[src/rtl/fp_pkg.sv]
// Shared definitions for the 8-bit float format (S, 3-bit E, 4-bit F) and
// the 12-bit two's-complement integer it maps to. The float encoder reuses
// the same constants.
package fp_pkg;

    localparam int FP_EXP_W = 3;
    localparam int FP_SIG_W = 4;
    localparam int TC_W     = 12;
    localparam int MAG_W    = 11;

    typedef enum logic [1:0] {
        IDLE  = 2'd0,
        SHIFT = 2'd1,
        DONE  = 2'd2
    } fpdec_state_t;

    // Sign-apply an 11-bit magnitude into a 12-bit two's-complement value.
    // A zero magnitude stays zero for either sign, so negative zero
    // decodes to 0x000.
    function automatic logic signed [TC_W-1:0] apply_sign(
        input logic             neg,
        input logic [MAG_W-1:0] mag
    );
        logic signed [TC_W-1:0] x;
        x = signed'({1'b0, mag});
        return neg ? -x : x;
    endfunction

endpackage

[src/rtl/fpdec_shifter.sv]
// Exponent shifter for fp_decode: owns the magnitude and the remaining
// shift count. Default build shifts one bit per cycle. Defining
// FPDEC_BARREL_EN applies the whole exponent on the load edge instead.
module fpdec_shifter
    import fp_pkg::*;
(
    input  logic                clk,
    input  logic                rst,
    input  logic                load,
    input  logic                step,
    input  logic [FP_EXP_W-1:0] e,
    input  logic [FP_SIG_W-1:0] f,
    output logic [MAG_W-1:0]    mag,
    output logic                done
);

    localparam int PAD_W = MAG_W - FP_SIG_W;

    logic [MAG_W-1:0]    mag_q, mag_d;
    logic [FP_EXP_W-1:0] cnt_q, cnt_d;

    // Next magnitude/count: load a new significand or take one shift step.
    always_comb begin
        mag_d = mag_q;
        cnt_d = cnt_q;
        if (load) begin
`ifdef FPDEC_BARREL_EN
            mag_d = {{PAD_W{1'b0}}, f} << e;
            cnt_d = '0;
`else
            mag_d = {{PAD_W{1'b0}}, f};
            cnt_d = e;
`endif
        end else if (step && (cnt_q != '0)) begin
            mag_d = mag_q << 1;
            cnt_d = cnt_q - FP_EXP_W'(1);
        end
    end

    // Magnitude and count registers.
    always_ff @(posedge clk) begin
        if (rst) begin
            mag_q <= '0;
            cnt_q <= '0;
        end else begin
            mag_q <= mag_d;
            cnt_q <= cnt_d;
        end
    end

    assign mag  = mag_q;
    assign done = (cnt_q == '0);

endmodule

[src/rtl/fp_decode.sv]
// fp_decode: converts an 8-bit float word (S, E, F) to a 12-bit
// two's-complement integer D = (-1)^S * F * 2^E through valid/ready
// handshakes. Optional macro FPDEC_BARREL_EN (in fpdec_shifter) selects a
// single-cycle barrel shift instead of the serial shifter.
module fp_decode
    import fp_pkg::*;
(
    input  logic                clk,
    input  logic                rst,
    input  logic                in_valid,
    output logic                in_ready,
    input  logic                S,
    input  logic [FP_EXP_W-1:0] E,
    input  logic [FP_SIG_W-1:0] F,
    output logic                out_valid,
    input  logic                out_ready,
    output logic [TC_W-1:0]     D
);

    fpdec_state_t           state_q, state_d;
    logic                   neg_q, neg_d;
    logic signed [TC_W-1:0] d_q, d_d;
    logic                   out_valid_q, out_valid_d;

    logic                   shf_load;
    logic                   shf_step;
    logic [MAG_W-1:0]       shf_mag;
    logic                   shf_done;

    fpdec_shifter u_shifter (
        .clk  (clk),
        .rst  (rst),
        .load (shf_load),
        .step (shf_step),
        .e    (E),
        .f    (F),
        .mag  (shf_mag),
        .done (shf_done)
    );

    // Handshake FSM: accept in IDLE, shift until the count drains, then
    // hold the signed result until downstream takes it.
    always_comb begin
        state_d     = state_q;
        neg_d       = neg_q;
        d_d         = d_q;
        out_valid_d = out_valid_q;
        in_ready    = 1'b0;
        shf_load    = 1'b0;
        shf_step    = 1'b0;
        case (state_q)
            IDLE: begin
                in_ready = 1'b1;
                if (in_valid) begin
                    shf_load = 1'b1;
                    neg_d    = S;
                    state_d  = SHIFT;
                end
            end
            SHIFT: begin
                if (shf_done) begin
                    d_d         = apply_sign(neg_q, shf_mag);
                    out_valid_d = 1'b1;
                    state_d     = DONE;
                end else begin
                    shf_step = 1'b1;
                end
            end
            DONE: begin
                if (out_ready) begin
                    out_valid_d = 1'b0;
                    state_d     = IDLE;
                end
            end
            default: state_d = IDLE;
        endcase
    end

    // State, sign, result and valid registers; reset discards any word
    // in flight.
    always_ff @(posedge clk) begin
        if (rst) begin
            state_q     <= IDLE;
            neg_q       <= 1'b0;
            d_q         <= '0;
            out_valid_q <= 1'b0;
        end else begin
            state_q     <= state_d;
            neg_q       <= neg_d;
            d_q         <= d_d;
            out_valid_q <= out_valid_d;
        end
    end

    assign D         = d_q;
    assign out_valid = out_valid_q;

endmodule

[config.mk]
export PLATFORM = sky130hd
export DESIGN_NAME = fp_decode
export DESIGN_NICKNAME = d
export VERILOG_FILES = /design/src/rtl/fp_pkg.sv /design/src/rtl/fpdec_shifter.sv /design/src/rtl/fp_decode.sv
export SDC_FILE = /design/constraint.sdc
export NUM_CORES = 1
export LEC_CHECK = 0
export BUFFER_PORTS_ARGS = -buffer_cell sky130_fd_sc_hd__buf_2
export CORE_ASPECT_RATIO = 1.4
export CORE_MARGIN = 4
export CORE_UTILIZATION = 30
export CTS_BUF_LIST = sky130_fd_sc_hd__clkbuf_8
export CTS_CLUSTER_DIAMETER = 50
export DETAILED_ROUTE_END_ITERATION = 8
export PLACE_DENSITY = 0.51
export SLEW_MARGIN = 20
export SYNTH_ARGS = -nofsm -noshare
export SYNTH_HDL_FRONTEND = slang
export SYNTH_HIERARCHICAL = 1
export SYNTH_SLANG_ARGS = --single-unit
[constraint.sdc]
create_clock -name clk -period 5.58 [get_ports clk]
set_clock_uncertainty 0.1 [all_clocks]
set_input_delay 1.116 -clock clk [delete_from_list [all_inputs] [get_ports clk]]
set_output_delay 1.116 -clock clk [all_outputs]
set_load 0.01 [all_outputs]
# == Word-level counts from Yosys, hierarchy flattened ==
# Cells that the tools add are included.
# totals
regBits,30
input_bits,12
out_inout_bits,14
elab_cells,42
# classes
n_addsub,2
eq_ne,5
muxes,17
reduce_logical,11
# op_table
op,count
$mux W12,1
$neg A11 Y12,1
$mux W4,2
$mux W1,7
$mux W2,3
$mux W3,2
$ne A2 B2 Y1 const B,3
$pmux W2 S3,1
$reduce_and A3 Y1,2
$reduce_and A2 Y1,2
$reduce_bool A2 Y1,2
$logic_not A3 Y1,1
$reduce_bool A3 Y1,1
$sub A3 B1 Y3 const B,1
$eq A2 B1 Y1 const B,1
$eq A2 B2 Y1 const B,1
$logic_not A2 Y1,1
$pmux W1 S2,1
$reduce_or A2 Y1,1
$logic_and A1 B1 Y1,1

# == Logic depth before layout (Yosys ltp) ==
# Gate-level depths: netlist of run 1.
# logic_depth
depth_word,6
mapped_depth,8
mapped_depth_nobuf,7

# == Modules after synthesis ==
# Netlist of run 1, hierarchy kept.
# by_module_without_submodules
module,n_inst,cells_per_inst,area_per_inst_um2
fp_decode,1,97,805.8
fpdec_shifter,1,75,634.4

# == Worst setup path before layout of run 1 ==
# OpenSTA, ideal clock, no wires.
# synth_timing
path_type,in2reg
from,input in_valid
to,register u_shifter.mag_q[2] (netlist: u_shifter/mag[2])
setup_ns,0.088
t_arrival_ns,1.783
required_ns,5.392
path_slack_ns,3.609
cell_stages,6
cell_sequence,nand2_1 inv_1 inv_1 buf_2 nor2_1 a311oi_2
# synth_between
elab_chain_cells,3
word_cells_on_any_way,4
classes_between,mux: 3; reduce/logical: 1
# synth_lines
item,line,text
from (decl),fp_decode.sv:10,"input logic in_valid,"
$mux W1 (*),fp_decode.sv:54,if (in_valid) begin
$mux W1 (*),fp_decode.sv:51,case (state_q)
named net shf_load,fp_decode.sv:25,logic shf_load;
$mux W4 or $reduce_bool A2 Y1 (tied branches),--,
to (signal assigned),fpdec_shifter.sv:46,mag_q <= mag_d;
to (decl),fpdec_shifter.sv:19,"logic [MAG_W-1:0] mag_q, mag_d;"
# Mark *: on every way through the listed nets, which the timed path passes. The rest lies on a longest branch.
# A chain may end at the register's enable or synchronous reset.

# == Final worst setup path of run 1 ==
# layout_timing
from,register state_q[1]
to,output in_ready
# layout_between
elab_chain_cells,2
# layout_lines
item,line,text
from (decl),fp_decode.sv:20,"fpdec_state_t state_q, state_d;"
from (signal assigned),fp_decode.sv:88,state_q <= state_d;
$logic_not A2 Y1,fp_decode.sv:51,
$mux W1,fp_decode.sv:51,
to (decl),fp_decode.sv:11,"output logic in_ready,"
# No other way between the ends.

==> flow_metrics.tcl, run 1 <==
set metrics [dict create \
    drc 0 \
    cp_slowest_stage_delay_ps 340 \
    cts.sinks 30 \
    drt_iter0_markers 46 \
    yosys.area.top_type "dfxtp_1" \
    clockBufferDepth 2 \
    htreeDepth 2 \
    slowest_stage "dfxtp_1" \
    grt_usage_pct 10.9 \
    syn_inst 172 \
    finalSetupTns_ps 0 \
    dr.pass1.iters 4 \
    die_w_um 66.6 \
    n_antenna_cell 0 \
    instances_no_fill 258 \
    cts_inserted_buffers 5 \
    hold_buffers 0 \
    grt_start_max_net_pins 25 \
    synth-edff-count 0 \
    worstMarginPinSlew_ps 743 \
    peakVddDrop_v 0.0000889 \
    slew_violations 0 \
    antenna_found_initial 0 \
    run_status "finished clean" \
    rr_startpoint "u_shifter/cnt_q[0]$_SDFFE_PP0P_" \
    die_y_um 90.0 \
    fmax_ghz 0.451 \
    ff2ff_path_depth 7 \
    postRouteAntennaNets 0 \
    postCtsResizedCells 0 \
    synth_top_area_share_pct 41.7 \
    path_cells "nor2_1, buf_2" \
    vias_per_cell 4.56 \
    grt_setup_unrepaired "false" \
    grt_first_pass_wirelength_um 5110 \
    hpwlAfterDp_um 2100 \
    overflow 0 \
    ys_top_cells_by_area "dfxtp_1 42%, nand2_1 7.3%, a21oi_1 5.6%" \
    drive_above_1_share_pct 23.0 \
    netlist_area_um2 1440 \
    reg2reg_slack_ps 3550 \
    cp_max_fo 5 \
    gp_congestion 0.650 \
    start_util_pct 31.5 \
    min_period_ps 2210 \
    hold_viol 0 \
    rows 29 \
    io_buffers 25 \
    ios 26 \
    setup_viol 0 \
    area_growth_pct 18.0 \
    fin_nets 210 \
    syn_nets 187 \
    yosys_warnings 6 \
    start_kind "flip-flop" \
    r2r_end "u_shifter/cnt_q[1]$_SDFFE_PP0P_" \
    clkSlewWorstSetupHoldPaths_ps 60 \
    yosysUniqueCellTypes 33 \
    routedWlPerCell_um 11.0 \
    max_slew_margin_pct 50.5 \
    cp.required_ps 4360 \
    die_area_um2 5990 \
    core-area_um2 4570 \
    finalCritPeriodShare_pct 39.7 \
    maxCapViolCount 0 \
    power_leakage_uw 0.000618 \
    async_flop_share_pct 0 \
    min-delay-start "D[0]$_SDFFE_PP0P_" \
    dpl.cell_count 250 \
    ys.flop_type "dfxtp_1" \
    end_kind "output port" \
    worstHoldEndpoint "D[0]$_SDFFE_PP0P_" \
    critPathKind "flip-flop to output port" \
    cts_tree "yes" \
    drt-total-wl_um 2830 \
    min_path_cells 2 \
    cts-root-buf "clkbuf_8" \
    arrival_ps 1000 \
    ys_seq_area_share_pct 41.7 \
    vias 1177 \
    powerDensity_nw_per_um2 317 \
    avgSynthCellArea_um2 8.37 \
    worstHoldPathType "flip-flop to flip-flop" \
    insertion_delay_ps 280 \
    final_util_pct 37.2 \
    post_cts_buffers 0 \
    grt_pass1_vias 1146 \
    yosys_register_bits 30 \
]
-- kinds of logic (layout without fill, tap and decap cells) --
kind of cell	Yosys count	after routing	synth area share, %
AND/OR/NAND/NOR	70	70	23.7
AO/OA/AOI/OAI	41	41	19.7
flip-flops	30	30	41.7
buffers and inverters	18	42	6.08
XOR/XNOR	9	9	5.47
adder cells (fa/ha/maj)	3	3	2.61
multiplexers	1	1	0.695
-- how the worst max path moves through the flow --
stage	cells after the start	slack (ps)	end	startpoint
final	2	3370	in_ready	state_q[1]$_SDFFE_PP0P_
after global routing	2	3290	in_ready	state_q[1]$_SDFFE_PP0P_
after CTS	2	3350	in_ready	state_q[1]$_SDFFE_PP0P_
after detailed placement	6	3330	u_shifter/mag[2]$_SDFFE_PP0P_	in_valid
after global placement	6	3320	u_shifter/mag[2]$_SDFFE_PP0P_	in_valid
after floorplan	6	3610	u_shifter/mag[2]$_SDFFE_PP0P_	in_valid
-- Yosys cell counts (all sizes together), types with 2 or more instances --
| library cell | n |
|---|---|
| nand3 | 5 |
| or2 | 2 |
| nor2 | 19 |
| buf | 6 |
| nand2 | 31 |
| ha | 3 |
| inv | 9 |
| xor2 | 2 |
| nor2b | 3 |
| nor4 | 2 |
| a21oi | 16 |
| or3 | 3 |
| a211oi | 10 |
| o21ai | 3 |
| xnor2 | 7 |
| clkbuf | 3 |
| dfxtp | 30 |
| a311oi | 4 |
| a31oi | 6 |
-- report_power, final --
group | total, uW | leakage, uW | internal (uW) | switching [uW]
logic | 92.8 | 0.000316 | 39.5 | 53.3
clock network | 203 | 0.0000575 | 124 | 78.7
registers | 243 | 0.000245 | 230 | 13.2
-- metrics by stage --
stage          total power (uW)  area, um2  hold WS (ps)  setup slack (ps)
6_report                    539       1700           359              3370
5_1_grt                     571       1700           396              3290
4_1_cts                     548       1700           365              3350
3_5_place_dp                343       1590           356              3330
3_3_place_gp                342       1590           350              3320
2_1_floorplan               319       1440           362              3610
-- cell usage in the layout, fill, tap and decap left out, drive strengths merged --
| master | count |
|---|---|
| a311oi | 4 |
| ha | 3 |
| a21oi | 16 |
| nor3 | 1 |
| buf | 25 |
| a31oi | 6 |
| nor2 | 19 |
| and2b | 1 |
| a211oi | 10 |
| o41ai | 1 |
| mux2i | 1 |
| nor2b | 3 |
| dfxtp | 30 |
| xor2 | 2 |
| and2 | 1 |
| nand2b | 1 |
| or3 | 3 |
| o21ai | 3 |
| inv | 9 |
| xnor2 | 7 |
| or3b | 1 |
| nand2 | 31 |
| nand3 | 5 |
| o211ai | 1 |
| nor4 | 2 |
| or2 | 2 |
| clkbuf | 8 |
-- area by class of cell --
type | count | area (um2)
Fill cell | 505 | 2870
Inverter | 9 | 33.8
Sequential cell | 30 | 601
Timing Repair Buffer | 25 | 125
Tap cell | 62 | 77.6
Clock buffer | 8 | 110
Multi-Input combinational cell | 124 | 752
-- state kept, by name, summed over array words and instances, names as in the netlist --
| signal | count |
|---|---|
| u_shifter/mag | 11 |
| D | 12 |
| u_shifter/cnt_q | 3 |
| neg_q | 1 |
| state_q | 2 |
| out_valid | 1 |
-- worst max-delay path, delay by kind of cell (launching register included) --
kind	cells	cell delay, ps
and+or+nand+nor	1	200
buffers and inverters	1	180
DFF	1	340
-- layer usage --
metal	global-route usage, %	routed length, um	vias up
met3	3.37	131	4
met4	6.10	46	0
li1	-	-	637
met2	16.6	1310	20
met1	13.1	1340	516
met5	0	0	-
Power figures use the tool's default switching activity.
==> run 2: changes to the inputs <==
- ABC_AREA: not set -> 1
- PLACE_DENSITY: 0.51 -> 0.53
- clock period: 5.58 -> 1.85 ns (I/O delays scaled with it)
==> run 2 against run 1 <==
Via count increased by 16%. Critical path depth is 7 higher. Sequential power increased to 3.2 times the previous value. Clock power rose to 2.6 times the previous value. Wire length increased by 11%. Register-to-register slack worse by 3400 ps. Combinational power grew to 4.7 times the previous value. First-iteration DRC count is 140% higher. Critical endpoint is now u_shifter/mag[7]$_SDFFE_PP0P_. Sequential share of layout area down 2.2 points. Flip-flop and latch count unchanged.
==> flow_metrics.tcl, run 2 <==
set metrics [dict create \
    regArea_um2 601 \
    largest_reg_flops 12 \
    yosys.area.top_type "dfxtp_1" \
    worstMarginPinSlew_ps 513 \
    area_growth_pct 18.1 \
    grt_usage_pct 11.1 \
    antenna_found_initial 0 \
    finalCritPeriodShare_pct 92.9 \
    final_common_cell "nand2_1" \
    ff2ff_path_depth 9 \
    run_status "finished clean" \
    async_flop_share_pct 0 \
    die_w_um 68.4 \
    critPathKind "flip-flop to flip-flop" \
    peakVddDrop_v 0.000404 \
    synth-edff-count 0 \
    core-area_um2 4920 \
    fin_nets 251 \
    drive_above_1_share_pct 24.9 \
    min_path_cells 3 \
    clockBufferDepth 2 \
    r2r_end "u_shifter/mag[7]$_SDFFE_PP0P_" \
    cts-root-buf "clkbuf_8" \
    grt_first_pass_wirelength_um 5450 \
    yosys_warnings 6 \
    power_leakage_uw 0.000806 \
    slew_violations 0 \
    hold_ws_ps 245 \
    n_antenna_cell 0 \
    finalSetupTns_ps 0 \
    grt_start_max_net_pins 25 \
    wl_met2_um 1500 \
    hpwlAfterDp_um 2340 \
    wl_met1_um 1450 \
    end_kind "flip-flop" \
    cts_inserted_buffers 5 \
    rows 30 \
    cp_max_fo 16 \
    avgSynthCellArea_um2 7.34 \
    vias 1368 \
    rr_startpoint "u_shifter/cnt_q[0]$_SDFFE_PP0P_" \
    path_depth 9 \
    dr.pass1.iters 4 \
    critical_path.top_delay_family "adder cells" \
    grt_setup_unrepaired "false" \
    vias_per_cell 4.54 \
    cp.required_ps 1960 \
    fmax_ghz 0.582 \
    powerDensity_nw_per_um2 961 \
    start_util_pct 31.2 \
    htreeDepth 2 \
    worstHoldPathType "primary input to flip-flop" \
    setup_viol 0 \
    yosys_register_bits 30 \
    die_y_um 92.6 \
    routedWlPerCell_um 10.4 \
    insertion_delay_ps 280 \
    synth_common_cells "42 x nand2_1, 30 x dfxtp_1, 20 x nor2_1" \
    hold_viol 0 \
    ys_top_cells_by_area "dfxtp_1 39%, nand2_1 10%, o21ai_1 5.9%" \
    netlist_area_um2 1530 \
    path_buf_inv 3 \
    gp_congestion 0.780 \
    routed.top_layer "met4" \
    synth_most_common_cell "nand2_1" \
    arrival_ps 1830 \
    io_buffers 25 \
    synth_top_area_share_pct 39.2 \
    route.met3.wl_um 127 \
    ys.flop_type "dfxtp_1" \
    drc 0 \
    cp_slowest_stage_delay_ps 350 \
    layout_common_cells "41 x nand2_1, 30 x dfxtp_1, 25 x buf_2" \
    hold_buffers 0 \
    min_period_ps 1720 \
    cts_tree "yes" \
    reg2reg_slack_ps 130 \
    syn_nets 224 \
    drt-total-wl_um 3140 \
    grt_pass1_vias 1255 \
    fillers 540 \
    post_cts_buffers 0 \
    slowest_stage "dfxtp_1" \
    clkSlewWorstSetupHoldPaths_ps 60 \
    syn_inst 209 \
    start_kind "flip-flop" \
    postRouteAntennaNets 0 \
    path_cells "inv_1, ha_1, ha_1, nor3_2, buf_4, nand2_8, clkinvlp_4, nor2_1, nor2_1" \
    final_util_pct 36.8 \
    postCtsResizedCells 0 \
    die_area_um2 6340 \
    ys_seq_area_share_pct 39.2 \
    ios 26 \
    multi_input_area_um2 786 \
    cts.sinks 30 \
    yosysUniqueCellTypes 31 \
    drt_iter0_markers 112 \
    overflow 0 \
    max_slew_margin_pct 65.7 \
    startpoint "u_shifter/cnt_q[0]$_SDFFE_PP0P_" \
    setup.worst_path.end "u_shifter/mag[7]$_SDFFE_PP0P_" \
    maxCapViolCount 0 \
]
[run 2: worst min-delay path, stage by stage]
cell and delay, ps:
buf_2 90, nand2_1 50, a21oi_1 60
[run 2: stage by stage]
stage | std cells | instance area, um2 | total power, uW | setup WS (ps)
finish | 301 | 1810 | 1740 | 131
CTS | 301 | 1780 | 1760 | 31.4
floorplan | 209 | 1530 | 1110 | 95.3
global placement | 293 | 1690 | 1210 | 80.7
global route | 301 | 1810 | 1860 | 20.3
detailed placement | 293 | 1690 | 1210 | 53.1
[run 2: area by class of cell]
| cell class | instances | area share (%) |
|---|---|---|
| Timing Repair Buffer | 28 | 8.15 |
| Tap cell | 64 | 4.42 |
| Clock buffer | 6 | 4.56 |
| Inverter | 26 | 5.87 |
| Clock inverter | 2 | 0.483 |
| Multi-Input combinational cell | 145 | 43.4 |
| Sequential cell | 30 | 33.1 |
[run 2: how the worst min path moves through the flow]
stage                           startpoint                             to
floorplan                              rst         out_valid$_SDFFE_PP0P_
global placement    out_valid$_SDFFE_PP0P_         out_valid$_SDFFE_PP0P_
detailed placement  out_valid$_SDFFE_PP0P_         out_valid$_SDFFE_PP0P_
CTS                                   F[0]  u_shifter/mag[0]$_SDFFE_PP0P_
global route                          F[0]  u_shifter/mag[0]$_SDFFE_PP0P_
finish                                F[0]  u_shifter/mag[0]$_SDFFE_PP0P_
[run 2: power breakdown]
group | leakage [uW] | internal, uW | switching [uW] | total (uW)
logic | 0.000509 | 173 | 263 | 436
registers | 0.000245 | 714 | 55.7 | 770
clock network | 0.0000524 | 294 | 240 | 534
total | 0.000806 | 1180 | 559 | 1740
[run 2: kinds of logic (layout without fill, tap and decap cells)]
kind of cell	after synthesis	count (layout)	share of synthesized area [%]
buffers and inverters	34	62	11.0
AND/OR/NAND/NOR	89	89	25.9
AO/OA/AOI/OAI	49	49	19.2
XOR/XNOR	4	4	2.28
adder cells (fa/ha/maj)	3	3	2.45
flip-flops	30	30	39.2
[run 2: routing by layer]
metal	vias up	track usage [%]
met2	21	17.5
li1	732	-
met1	608	13.3
met3	7	2.91
met5	-	0
met4	0	6.14
==> run 3: changes to the inputs <==
- ABC_AREA: 1 -> not set
==> run 3 against run 2 <==
Final cell count fell by 12%. First-iteration DRC count down 70%. Core utilization up 1.4 points. Worst setup slack worse by 36 ps. Die area down 5.5%. Sequential power is 4.9% lower. Total power shrank 9.4%. Sequential share of layout area up 1.3 points. Critical path depth is 2 lower. Flip-flop and latch count is the same. Via count fell by 12%. Critical path type unchanged.
==> flow_metrics.tcl, run 3 (synthesis gave the netlist of run 1 again) <==
set metrics [dict create \
    powerDensity_nw_per_um2 903 \
    final_common_cell "dfxtp_1" \
    max_slew_margin_pct 71.5 \
    finalCritPeriodShare_pct 94.8 \
    core-area_um2 4570 \
    worstHoldPathType "primary input to flip-flop" \
    clockBufferDepth 2 \
    worstMarginPinSlew_ps 427 \
    hold_viol 0 \
    drive_above_1_share_pct 25.2 \
    grt_start_max_net_pins 24 \
    hpwlAfterDp_um 2190 \
    die_y_um 90.0 \
    path_cells "inv_1, ha_1, ha_1, buf_4, nand2b_4, or3_1, a31oi_1" \
    drt_iter0_markers 34 \
    power_leakage_uw 0.000649 \
    instances_no_fill 264 \
    die_w_um 66.6 \
    post_cts_buffers 0 \
    setup_viol 0 \
    htreeDepth 2 \
    crit_top_cell "ha_1" \
    gp_congestion 0.724 \
    cts_tree "yes" \
    drt-total-wl_um 3000 \
    grt_setup_unrepaired "false" \
    layout_common_cells "29 x dfxtp_1, 28 x nand2_1, 25 x buf_2" \
    insertion_delay_ps 280 \
    reg2reg_slack_ps 100 \
    die_area_um2 5990 \
    cp_slowest_stage_delay_ps 330 \
    start_kind "flip-flop" \
    slew_violations 0 \
    n_antenna_cell 0 \
    cts-root-buf "clkbuf_8" \
    fillers 507 \
    peakVddDrop_v 0.000251 \
    start_util_pct 31.5 \
    grt_first_pass_wirelength_um 5240 \
    vias_per_cell 4.58 \
    largest_reg_flops 12 \
    postRouteAntennaNets 0 \
    run_status "finished clean" \
    fin_nets 216 \
    dpl.cell_count 255 \
    hold_ws_ps 234 \
    dr.pass1.iters 4 \
    critPathKind "flip-flop to flip-flop" \
    overflow 0 \
    placed_area_um2 1640 \
    clkSlewWorstSetupHoldPaths_ps 70 \
    finalSetupTns_ps 0 \
    end_kind "flip-flop" \
    io_buffers 25 \
    grt_usage_pct 11.3 \
    grt_pass1_vias 1181 \
    routedWlPerCell_um 11.4 \
    vias 1208 \
    cp.required_ps 1960 \
    slowest_stage "dfxtp_2" \
    ios 26 \
    fmax_ghz 0.570 \
    area_growth_pct 21.3 \
    min_period_ps 1750 \
    arrival_ps 1870 \
    cts.sinks 30 \
    antenna_found_initial 0 \
    maxCapViolCount 0 \
    cp_max_fo 6 \
    postLayoutCellArea_um2 1750 \
    rows 29 \
    cts_inserted_buffers 5 \
    drc 0 \
]
[run 3: cell count changes in the layout (fill, tap and decap cells not counted), sizes merged, moves of 10 or more]
cell    previous run  this run
a211oi             0        10
nand2             45        31
nand3             17         5
inv               26        10
o21ai             23         3
[run 3: where the power goes]
group | switching (uW) | leakage (uW) | internal [uW]
registers | 37.6 | 0.000245 | 694
clock network | 237 | 0.0000524 | 294
logic | 174 | 0.000352 | 142
[run 3: metal layers]
layer / track usage, % / share of wire [%] / wire length [um]
met5: 0 / 0 / 0
met4: 5.93 / 2.3 / 69
met3: 3.49 / 3.5 / 106
met2: 18.5 / 51 / 1520
met1: 12.8 / 44 / 1310
[run 3: layout make-up]
class | count | area [um2] | share of cell area, %
clock buffers | 6 | 82.6 | 4.73
clock inverters | 2 | 8.76 | 0.501
inverters | 9 | 33.8 | 1.93
multi-input cells | 125 | 767 | 43.9
flip-flops and latches | 30 | 602 | 34.5
well taps | 62 | 77.6 | 4.44
repair buffers | 30 | 175 | 10.0
[run 3: per-stage QoR]
step / util [%] / total power (uW) / setup WS, ps
2_1_floorplan: - / 961 / 39.7
3_3_place_gp: 35.9 / 1060 / 56.4
3_5_place_dp: 35.9 / 1060 / 15.9
4_1_cts: 37.8 / 1590 / 11.5
5_1_grt: 38.2 / 1670 / 7.73
6_report: 38.2 / 1580 / 95.4
[run 3: final timing paths]
kind / depth (start not counted) / from / endpoint
worst max-delay path: 7 / u_shifter/cnt_q[0]$_SDFFE_PP0P_ / u_shifter/cnt_q[1]$_SDFFE_PP0P_
worst min-delay path: 3 / S / neg_q$_SDFFE_PP0P_
worst max register to register: 7 / u_shifter/cnt_q[0]$_SDFFE_PP0P_ / u_shifter/cnt_q[1]$_SDFFE_PP0P_
worst min register to register: 2 / D[0]$_SDFFE_PP0P_ / D[0]$_SDFFE_PP0P_
[run 3: critical path, delay by kind of cell (launching register included)]
| kind | cells | cell delay, ps |
|---|---|---|
| simple gates | 2 | 460 |
| fa+ha+maj | 2 | 400 |
| buf+inv | 2 | 210 |
| compound gates | 1 | 170 |
| flops | 1 | 330 |
[run 3: repair_timing]
| action | in CTS | in global routing |
|---|---|---|
| hold buffers | 0 | 0 |
| endpoints found under the setup margin | 0 | 14 |
| resized for setup | 0 | 3 |
